--- src/rtl/cnn_pkg.sv ---
// Shared CNN datapath types: pixel and KxK window types plus the window generator state enum.
package cnn_pkg;
   localparam int INPUT_WIDTH = 8;
   localparam int K           = 3;
   localparam int WIN_SIZE    = K * K;

   typedef logic signed [INPUT_WIDTH-1:0] pix_t;
   typedef pix_t [WIN_SIZE-1:0] win_t;

   typedef enum logic [1:0] {IDLE, FILL, STREAM, DONE} win_state_t;
endpackage

--- src/rtl/ifm_window_gen_if.sv ---
// Pixel-in / window-out handshake bundle of the IFM window generator.
// Optional macro IFM_WIN_CNT_EN adds the win_count status output.
interface ifm_window_gen_if;
   import cnn_pkg::*;

   logic frame_start;
   logic pix_valid;
   logic pix_ready;
   pix_t pix_data;
   logic win_stall;
   logic ready_load;
   win_t ifm_window;
   logic frame_done;
`ifdef IFM_WIN_CNT_EN
   logic [15:0] win_count;

   modport master (
      input  frame_start, pix_valid, pix_data, win_stall,
      output pix_ready, ready_load, ifm_window, frame_done, win_count
   );
   modport slave (
      output frame_start, pix_valid, pix_data, win_stall,
      input  pix_ready, ready_load, ifm_window, frame_done, win_count
   );
`else
   modport master (
      input  frame_start, pix_valid, pix_data, win_stall,
      output pix_ready, ready_load, ifm_window, frame_done
   );
   modport slave (
      output frame_start, pix_valid, pix_data, win_stall,
      input  pix_ready, ready_load, ifm_window, frame_done
   );
`endif
endinterface

--- src/rtl/ifm_line_buffer.sv ---
// One image row of pixel delay: dout is the pixel written DEPTH shifts ago.
// Storage is a circular array; contents are intentionally not reset.
module ifm_line_buffer
   import cnn_pkg::*;
#(
   parameter int DEPTH = 32
) (
   input  logic clk,
   input  logic rst,
   input  logic shift_en,
   input  pix_t din,
   output pix_t dout
);
   localparam int AW = (DEPTH > 1) ? $clog2(DEPTH) : 1;

   pix_t          mem [DEPTH];
   logic [AW-1:0] ptr_reg;

   always_ff @(posedge clk or posedge rst) begin
      if (rst) begin
         ptr_reg <= '0;
      end else if (shift_en) begin
         ptr_reg <= (ptr_reg == AW'(DEPTH - 1)) ? '0 : ptr_reg + 1'b1;
      end
   end

   always_ff @(posedge clk) begin
      if (shift_en) begin
         mem[ptr_reg] <= din;
      end
   end

   // The slot about to be overwritten holds the pixel from exactly one row earlier.
   assign dout = mem[ptr_reg];
endmodule

--- src/rtl/ifm_window_gen.sv ---
// Raster pixel stream to KxK sliding windows (stride 1, no padding) for the PE array.
// Optional macro IFM_WIN_CNT_EN adds a saturating count of consumed windows.
module ifm_window_gen
   import cnn_pkg::*;
#(
   parameter int IMG_WIDTH  = 32,
   parameter int IMG_HEIGHT = 32
) (
   input logic            clk,
   input logic            rst,
   ifm_window_gen_if.master bus
);
   localparam int COL_W = $clog2(IMG_WIDTH);
   localparam int ROW_W = $clog2(IMG_HEIGHT);

   win_state_t       state_reg;
   logic [COL_W-1:0] col_reg;
   logic [ROW_W-1:0] row_reg;
   logic             last_seen_reg;
   logic             ready_load_reg;
   logic             frame_done_reg;
   pix_t             win_reg [K][K];

   pix_t tap    [K-1];
   pix_t col_in [K];
   logic busy;
   logic pix_ready_int;
   logic accept;
   logic consume;
   logic at_last_col;
   logic at_last_row;
   logic win_pos;

   assign busy          = (state_reg == FILL) || (state_reg == STREAM);
   assign consume       = ready_load_reg && !bus.win_stall;
   // last_seen_reg blocks pixels of the next plane until this plane has closed.
   assign pix_ready_int = busy && !last_seen_reg && !(ready_load_reg && bus.win_stall);
   assign accept        = bus.pix_valid && pix_ready_int;
   assign at_last_col   = (col_reg == COL_W'(IMG_WIDTH - 1));
   assign at_last_row   = (row_reg == ROW_W'(IMG_HEIGHT - 1));
   assign win_pos       = (row_reg >= ROW_W'(K - 1)) && (col_reg >= COL_W'(K - 1));

   generate
      for (genvar gi = 0; gi < K - 1; gi++) begin : g_lb
         pix_t lb_din;
         if (gi == 0) begin : g_head
            assign lb_din = bus.pix_data;
         end else begin : g_chain
            assign lb_din = tap[gi-1];
         end
         ifm_line_buffer #(.DEPTH(IMG_WIDTH)) u_lb (
            .clk      (clk),
            .rst      (rst),
            .shift_en (accept),
            .din      (lb_din),
            .dout     (tap[gi])
         );
      end

      // Bottom window row takes the live pixel; row r above it takes a tap K-1-r rows old.
      for (genvar gi = 0; gi < K; gi++) begin : g_col_in
         if (gi == K - 1) begin : g_live
            assign col_in[gi] = bus.pix_data;
         end else begin : g_tap
            assign col_in[gi] = tap[K-2-gi];
         end
      end
   endgenerate

   always_ff @(posedge clk or posedge rst) begin
      if (rst) begin
         for (int r = 0; r < K; r++) begin
            for (int c = 0; c < K; c++) begin
               win_reg[r][c] <= '0;
            end
         end
      end else if (accept) begin
         for (int r = 0; r < K; r++) begin
            for (int c = 0; c < K - 1; c++) begin
               win_reg[r][c] <= win_reg[r][c+1];
            end
            win_reg[r][K-1] <= col_in[r];
         end
      end
   end

   always_ff @(posedge clk or posedge rst) begin
      if (rst) begin
         state_reg      <= IDLE;
         row_reg        <= '0;
         col_reg        <= '0;
         last_seen_reg  <= 1'b0;
         ready_load_reg <= 1'b0;
         frame_done_reg <= 1'b0;
      end else begin
         frame_done_reg <= 1'b0;
         if (accept && win_pos) begin
            ready_load_reg <= 1'b1;
         end else if (consume) begin
            ready_load_reg <= 1'b0;
         end
         case (state_reg)
            IDLE: begin
               if (bus.frame_start) begin
                  state_reg     <= FILL;
                  row_reg       <= '0;
                  col_reg       <= '0;
                  last_seen_reg <= 1'b0;
               end
            end
            FILL, STREAM: begin
               if (accept) begin
                  if (at_last_col) begin
                     col_reg <= '0;
                     row_reg <= row_reg + 1'b1;
                  end else begin
                     col_reg <= col_reg + 1'b1;
                  end
                  if (win_pos) begin
                     state_reg <= STREAM;
                  end
                  if (at_last_col && at_last_row) begin
                     last_seen_reg <= 1'b1;
                  end
               end
               if (last_seen_reg && consume) begin
                  state_reg      <= DONE;
                  frame_done_reg <= 1'b1;
               end
            end
            DONE: begin
               state_reg     <= IDLE;
               last_seen_reg <= 1'b0;
            end
            default: state_reg <= IDLE;
         endcase
      end
   end

   always_comb begin
      bus.ifm_window = '0;
      for (int r = 0; r < K; r++) begin
         for (int c = 0; c < K; c++) begin
            bus.ifm_window[r*K+c] = win_reg[r][c];
         end
      end
   end

   assign bus.pix_ready  = pix_ready_int;
   assign bus.ready_load = ready_load_reg;
   assign bus.frame_done = frame_done_reg;

`ifdef IFM_WIN_CNT_EN
   logic [15:0] win_count_reg;

   always_ff @(posedge clk or posedge rst) begin
      if (rst) begin
         win_count_reg <= '0;
      end else if (state_reg == IDLE && bus.frame_start) begin
         win_count_reg <= '0;
      end else if (consume && win_count_reg != 16'hFFFF) begin
         win_count_reg <= win_count_reg + 16'd1;
      end
   end

   assign bus.win_count = win_count_reg;
`endif
endmodule

--- src/flat_wrapper.sv ---
// flat-port wrapper written by rule: the top's interface ports become plain ports
module ifm_window_gen_flat import cnn_pkg::*;
#(
   parameter int IMG_WIDTH  = 32,
   parameter int IMG_HEIGHT = 32
)
  (clk, rst, bus_frame_start, bus_pix_valid, bus_pix_data, bus_win_stall, bus_pix_ready, bus_ready_load, bus_ifm_window, bus_frame_done);
  ifm_window_gen_if bus_i ();
  input logic clk;
  input logic rst;
  input wire logic [$bits(bus_i.frame_start)-1:0] bus_frame_start;
  input wire logic [$bits(bus_i.pix_valid)-1:0] bus_pix_valid;
  input wire logic [$bits(bus_i.pix_data)-1:0] bus_pix_data;
  input wire logic [$bits(bus_i.win_stall)-1:0] bus_win_stall;
  output wire logic [$bits(bus_i.pix_ready)-1:0] bus_pix_ready;
  output wire logic [$bits(bus_i.ready_load)-1:0] bus_ready_load;
  output wire logic [$bits(bus_i.ifm_window)-1:0] bus_ifm_window;
  output wire logic [$bits(bus_i.frame_done)-1:0] bus_frame_done;
  assign bus_i.frame_start = bus_frame_start;
  assign bus_i.pix_valid = bus_pix_valid;
  assign bus_i.pix_data = bus_pix_data;
  assign bus_i.win_stall = bus_win_stall;
  assign bus_pix_ready = bus_i.pix_ready;
  assign bus_ready_load = bus_i.ready_load;
  assign bus_ifm_window = bus_i.ifm_window;
  assign bus_frame_done = bus_i.frame_done;
  ifm_window_gen #(.IMG_WIDTH(IMG_WIDTH), .IMG_HEIGHT(IMG_HEIGHT)) u_core (.clk(clk), .rst(rst), .bus(bus_i));
endmodule
--- config.mk ---
export PLATFORM = sky130hd
export DESIGN_NAME = ifm_window_gen_flat
export DESIGN_NICKNAME = d
export VERILOG_FILES = /design/src/rtl/cnn_pkg.sv /design/src/rtl/ifm_window_gen_if.sv /design/src/rtl/ifm_line_buffer.sv /design/src/rtl/ifm_window_gen.sv /design/src/flat_wrapper.sv
export SDC_FILE = /design/constraint.sdc
export NUM_CORES = 1
export LEC_CHECK = 0
export CORE_MARGIN = 4
export CORE_UTILIZATION = 55
export DETAILED_ROUTE_END_ITERATION = 10
export GPL_ROUTABILITY_DRIVEN = 0
export HOLD_SLACK_MARGIN = 0.05
export PLACE_DENSITY_LB_ADDON = 0.12
export SYNTH_ARGS = -nofsm -noshare
export SYNTH_HDL_FRONTEND = slang
export SYNTH_SLANG_ARGS = --single-unit
--- constraint.sdc ---
create_clock -name clk -period 5.2 [get_ports clk]
set_input_delay 0.78 -clock clk [delete_from_list [all_inputs] [get_ports clk]]
set_output_delay 0.78 -clock clk [all_outputs]
set_load 0.005 [all_outputs]
==> flow_summary.yaml, run 1 <==
yosys:
  syn_area_mm2: 0.02404
  yosysSeqAreaShare_pct: 74.07
  synth_nets: 1547
  syn_avg_cell_area_um2: 15.85
  synth-edff-count: 512
  yosys.area.top_type_share_pct: 63.97
  ys_warn_count: 0
  yosysTopAreaCell: "edfxtp_1"
  synthCells: 1516
  synth_cell_types: 61
  synth_area_leaders: "edfxtp_1 64%, dfrtp_1 10%, mux2i_1 7.6%, nand2_1 3.4%, mux4_2 3.2%"
  async_flop_share_pct: 15.93
  synth-seq-cells: 609
  synth_ff_type: "edfxtp_1"
power_and_ir_drop:
  p_per_area_mw_per_mm2: 586.1
  ir_worst_vdd_uv: 454.4
  leakage_uw: 0.009635
sta:
  fin_crit_ns: 4.151
  period_share_pct: 79.84
  final_hold_viol_count: 0
  slew_viol_final: 0
  timing.fmax_mhz: 240.9
  skew_ns: 0.03397
  setup_slack_ns: 1.049
  rsz0062_at_grt: "false"
  fin_tns_setup_ns: 0
  fin_hold_ws_ns: 0.4761
  finalSetupViolations: 0
  relSlewSlack_pct: 3.462
  worst_pin_slew_ns: 1.412
setup_path:
  worstPathCellList: "buf_12 -> mux2i_1 -> o22ai_1 -> nor4_1 -> nand2_1"
  worstPathArrival_ns: 4.17
  r2r-end: "u_core.g_lb[1].u_lb.mem[23][5]"
  path_buf_inv: 1
  timing.rr.start: "u_core.g_lb[0].u_lb.ptr_reg[1]"
  slowest_stage: "dfrtp_4"
  required_ns: 5.22
  cp-end-kind: "flop"
  ff2ff_setup_slack_ns: 1.05
  critPathLaunchType: "flop"
  cp_max_fo: 52
  reg2regPathDepth: 5
  crit_type: "flop to flop"
  crit_path_max_incr_delay_ns: 1.00
  cp_top_family: "simple AND/OR/NAND/NOR gates"
clock_network:
  ctsLongestPathBuffers: 3
  insertion_delay_ns: 0.61
  clkSinkCount: 609
  ctsResizeCount: 0
  cts_inserted_buffers: 59
  post_cts_buffers: 0
  cts-root-buf: "clkbuf_16"
  cts_tree: "yes"
  postCtsHoldBufs: 0
  htreeDepth: 2
  cts.clk_slew.worst_paths_ns: 0.06
layout:
  final_layout_size_suffix_gt1_share_pct: 9.737
  seq_area_mm2: 0.01781
  largest_reg_flops: 512
  multi_input_area_mm2: 0.005816
  antennaDiodeCount: 0
  fillCellCount: 3169
  fin_nets: 1656
  area_growth_pct: 14.13
drt:
  vias_per_cell: 5.992
  drt_iter0_drc: 1732
  drtPass1Iterations: 6
  ant_nets: 0
  wl_per_cell_um: 24.32
  drc_errors: 0
  vias: 13540
  drt_wl_total_um: 54940
floorplanning:
  core-area_mm2: 0.04317
  dieArea_mm2: 0.04711
  start_util_pct: 55.67
  num_rows: 76
  die_w_um: 217.0
  pin_count: 88
  die_h_um: 217.0
global_route:
  antenna_found_initial: 0
  grt_pass1_vias: 13450
  grt.total_usage_pct: 23.42
  grt_pass1_wl_um: 83210
  grt.overflow.total: 0
  grt_max_degree: 75
run:
  max_cap_viol_count: 0
hold_path:
  hold_class: "flop to flop"
  min_to: "u_core.bus.ifm_window[54]"
  min_path_cells: 2
  holdCritStartpoint: "u_core.bus.ifm_window[54]"
outcome:
  status: "finished, final reports clean"
placed_design:
  io_buffers: 87
  hpwl_um: 35100
  pre_cts_slack_ns: 1.139
-- layout by cell type, fill, tap and decap left out, types with 6 or more instances in the layout --
cell type	n
nand2_1	217
nand3_1	17
clkdlybuf4s50_1	87
a31oi_1	13
clkinv_2	6
a21oi_1	9
clkbuf_16	60
o21ai_0	13
a22oi_1	7
nor3_1	15
nand2b_1	6
nand4_1	6
o21ai_1	12
mux4_2	34
nand3b_1	6
nor2_1	94
ha_1	18
clkbuf_1	11
o22ai_1	81
nor4_1	19
buf_4	31
dfrtp_1	94
clkinvlp_4	7
edfxtp_1	512
mux2i_1	182
inv_1	11
clkinv_1	15
-- report_power, final --
| part | total [uW] | switching [uW] | internal, uW |
|---|---|---|---|
| Clock | 4140 | 1790 | 2360 |
| Combinational | 4720 | 2950 | 1760 |
| Sequential | 7220 | 629 | 6590 |
-- synth_stat cells (all sizes together), types with 6 or more instances --
cell type	instances
edfxtp	512
nand2	217
mux2i	182
dfrtp	97
nor2	94
o22ai	81
buf	40
mux4	36
clkbuf	31
o21ai	25
nor4	19
ha	18
nand3	18
nor3	16
a31oi	13
inv	13
a21oi	9
a22oi	7
nand2b	6
nand3b	6
nand4	6
-- cells by family after synthesis --
kind of cell	share of synthesized area, %
buffers and inverters	1.801
AO/OA/AOI/OAI	4.529
AND/OR/NAND/NOR	7.553
flip-flops	74.07
XOR/XNOR	0.03645
multiplexers	11.08
adder cells (fa/ha/maj)	0.9370
-- cell type report --
class,instances,share of cell area (%)
Tap cell,585,2.668
Clock inverter,36,1.122
Clock buffer,74,5.774
Inverter,15,0.2144
Multi-Input combinational cell,821,21.20
Sequential cell,609,64.93
Timing Repair Buffer,119,4.096
-- worst max path at each step --
stage                                    from                             end  slack (ns)  cells past startpoint
3_3_place_gp   u_core.g_lb[0].u_lb.ptr_reg[1]   u_core.g_lb[1].u_lb.mem[0][5]        1.41                      5
4_1_cts        u_core.g_lb[0].u_lb.ptr_reg[1]  u_core.g_lb[1].u_lb.mem[22][5]        1.16                      5
6_report       u_core.g_lb[0].u_lb.ptr_reg[1]  u_core.g_lb[1].u_lb.mem[23][5]        1.05                      5
5_1_grt        u_core.g_lb[0].u_lb.ptr_reg[1]  u_core.g_lb[1].u_lb.mem[22][5]        0.93                      5
2_1_floorplan                             rst           u_core.bus.frame_done        1.89                      1
3_5_place_dp   u_core.g_lb[0].u_lb.ptr_reg[1]  u_core.g_lb[1].u_lb.mem[23][5]        1.14                      5
-- worst min-delay path: stages, from the launching register on --
cell and delay, ns:
dfrtp_1 0.34, nand2_1 0.05, nand2_1 0.05
-- stage by stage --
step	total power (uW)	std cells	instance area, um^2	utilization, %
global route	16850	2259	27430	63.54
detailed placement	12020	2149	25540	59.16
global placement	11930	2149	25540	59.16
finish	16080	2259	27430	63.54
floorplan	9916	1516	24040	-
CTS	16150	2259	27430	63.54
-- layer usage --
metal	part of all wire, %	global-route usage [%]	vias up
met3	9.1	5.767	107
met4	2.6	6.742	0
li1	-	-	6042
met1	44	34.98	6780
met5	0	0	-
met2	44	34.90	608
Note: power is estimated with default switching activity, not from simulation.
==> inputs of run 2 (changes only) <==
==> constraint.sdc (replaced) <==
create_clock -name clk -period 4 [get_ports clk]
set_input_delay 0.6 -clock clk [delete_from_list [all_inputs] [get_ports clk]]
set_output_delay 0.6 -clock clk [all_outputs]
set_load 0.005 [all_outputs]
==> run 2 against run 1 <==
Sequential power increased by 29%. Power increased by 34%. Utilization increased by 0.53 points. Design area increased by 0.83%. Die area unchanged. Register-to-register slack got worse by 0.23 ns. Global-route usage increased by 0.98 points. First-iteration DRC count increased by 4.6%. Clock skew decreased by 0.0055 ns. Combinational power increased by 36%. Largest power group unchanged.
==> flow_summary.yaml, run 2 (same netlist as run 1, synthesis figures left out) <==
drt:
  drtPass1Iterations: 5
  drc_errors: 0
  ant_nets: 0
  drt_wl_total_um: 57210
  drt_iter0_drc: 1812
  wl_per_cell_um: 25.29
  vias: 13770
  vias_per_cell: 6.086
power_and_ir_drop:
  p_per_area_mw_per_mm2: 781.5
  ir_worst_vdd_uv: 523.2
  leakage_uw: 0.009772
layout:
  antennaDiodeCount: 0
  area_growth_pct: 15.08
  final_layout_size_suffix_gt1_share_pct: 10.73
  final_common_cell: "edfxtp_1"
  fin_nets: 1658
  largest_reg_flops: 512
  final_cell_mix: "512 x edfxtp_1, 217 x nand2_1, 182 x mux2i_1"
global_route:
  grt.overflow.total: 0
  grt.total_usage_pct: 24.40
  grt_max_degree: 59
  grt_pass1_vias: 13410
  grt_pass1_wl_um: 86330
  antenna_found_initial: 0
sta:
  fin_hold_ws_ns: 0.4731
  relSlewSlack_pct: 29.44
  skew_ns: 0.02850
  setup_slack_ns: 0.8174
  fin_crit_ns: 3.183
  fin_tns_setup_ns: 0
  period_share_pct: 79.57
  finalSetupViolations: 0
  rsz0062_at_grt: "false"
  final_hold_viol_count: 0
  slew_viol_final: 0
  timing.fmax_mhz: 314.2
  worst_pin_slew_ns: 1.050
setup_path:
  worstPathArrival_ns: 3.42
  crit_type: "flop to flop"
  critPathLaunchType: "flop"
  required_ns: 4.24
  cp_max_fo: 24
  cp-end-kind: "flop"
placed_design:
  io_buffers: 87
  hpwl_um: 36820
  pre_cts_slack_ns: 0.8641
clock_network:
  clkSinkCount: 609
  cts.clk_slew.worst_paths_ns: 0.06
  cts-root-buf: "clkbuf_16"
  insertion_delay_ns: 0.62
  htreeDepth: 2
  cts_inserted_buffers: 59
  postCtsHoldBufs: 0
  ctsLongestPathBuffers: 3
  cts_tree: "yes"
  ctsResizeCount: 0
  post_cts_buffers: 0
floorplanning:
  die_h_um: 217.0
  pin_count: 88
  die_w_um: 217.0
  core-area_mm2: 0.04317
  start_util_pct: 55.67
  num_rows: 76
  dieArea_mm2: 0.04711
run:
  max_cap_viol_count: 0
outcome:
  status: "finished, final reports clean"
hold_path:
  hold_class: "flop to flop"
## run 2: changes by cell type in the layout (fill, tap and decap cells not counted), sizes merged
cell | previous run | this run
buf | 32 | 40
bufinv | 4 | 12
clkbuf | 74 | 69
clkdlybuf4s50 | 87 | 81
clkinv | 24 | 26
clkinvlp | 8 | 6
inv | 15 | 13
## run 2: layout make-up
cell class	count	area (um^2)
clock buffers	69	1554
clock inverters	42	548.0
fillers	3091	15510
inverters	15	58.81
multi-input cells	821	5811
flip-flops and latches	609	17810
well taps	585	732.0
repair buffers	121	1146
## run 2: layer usage
layer / GRT usage (%) / vias to the layer above / routed length, um
met1: 37.37 / 6963 / 24920
met4: 5.046 / 0 / 1061
met2: 35.33 / 672 / 24920
li1: - / 6056 / -
met3: 7.288 / 76 / 6305
met5: 0 / - / 0
## run 2: power by group
group          leakage, uW  internal [uW]  switching (uW)
combinational      0.00294           2390            4010
sequential         0.00582           8530             760
clock              0.00101           3560            2370
total              0.00977          14500            7140
## run 2: worst max-delay path: stages, from the launching register on
cell and delay (ns):
dfrtp_1 0.37, inv_1 0.07, ha_1 0.48, nor2b_1 0.28
and3_4 0.44, nand2_1 0.48, nor2_1 0.68
## run 2: path summary, 6_finish.rpt
| kind | depth (start not counted) | slack [ns] | from | to |
|---|---|---|---|---|
| worst max-delay path | 6 | 0.82 | u_core.state_reg[0] | u_core.g_lb[0].u_lb.mem[24][6] |
| worst min-delay path | 2 | 0.47 | u_core.bus.ifm_window[5] | u_core.bus.ifm_window[5] |
| worst max register to register | 6 | 0.82 | u_core.state_reg[0] | u_core.g_lb[0].u_lb.mem[24][6] |
| worst min register to register | 2 | 0.47 | u_core.bus.ifm_window[5] | u_core.bus.ifm_window[5] |
| max in group asynchronous | 3 | 2.71 | rst | u_core.bus.ifm_window[29] |
| min in group asynchronous | 2 | 0.48 | rst | u_core.bus.ready_load |
## run 2: per-stage QoR
stage                     util, %  total power, uW  instance area, um^2  cells
after global routing        64.07            22620                27660   2262
after CTS                   64.07            21700                27660   2262
after global placement      59.20            15720                25560   2151
after detailed placement    59.20            15800                25560   2151
final                       64.07            21620                27660   2262
after floorplan                 -            12890                24040   1516
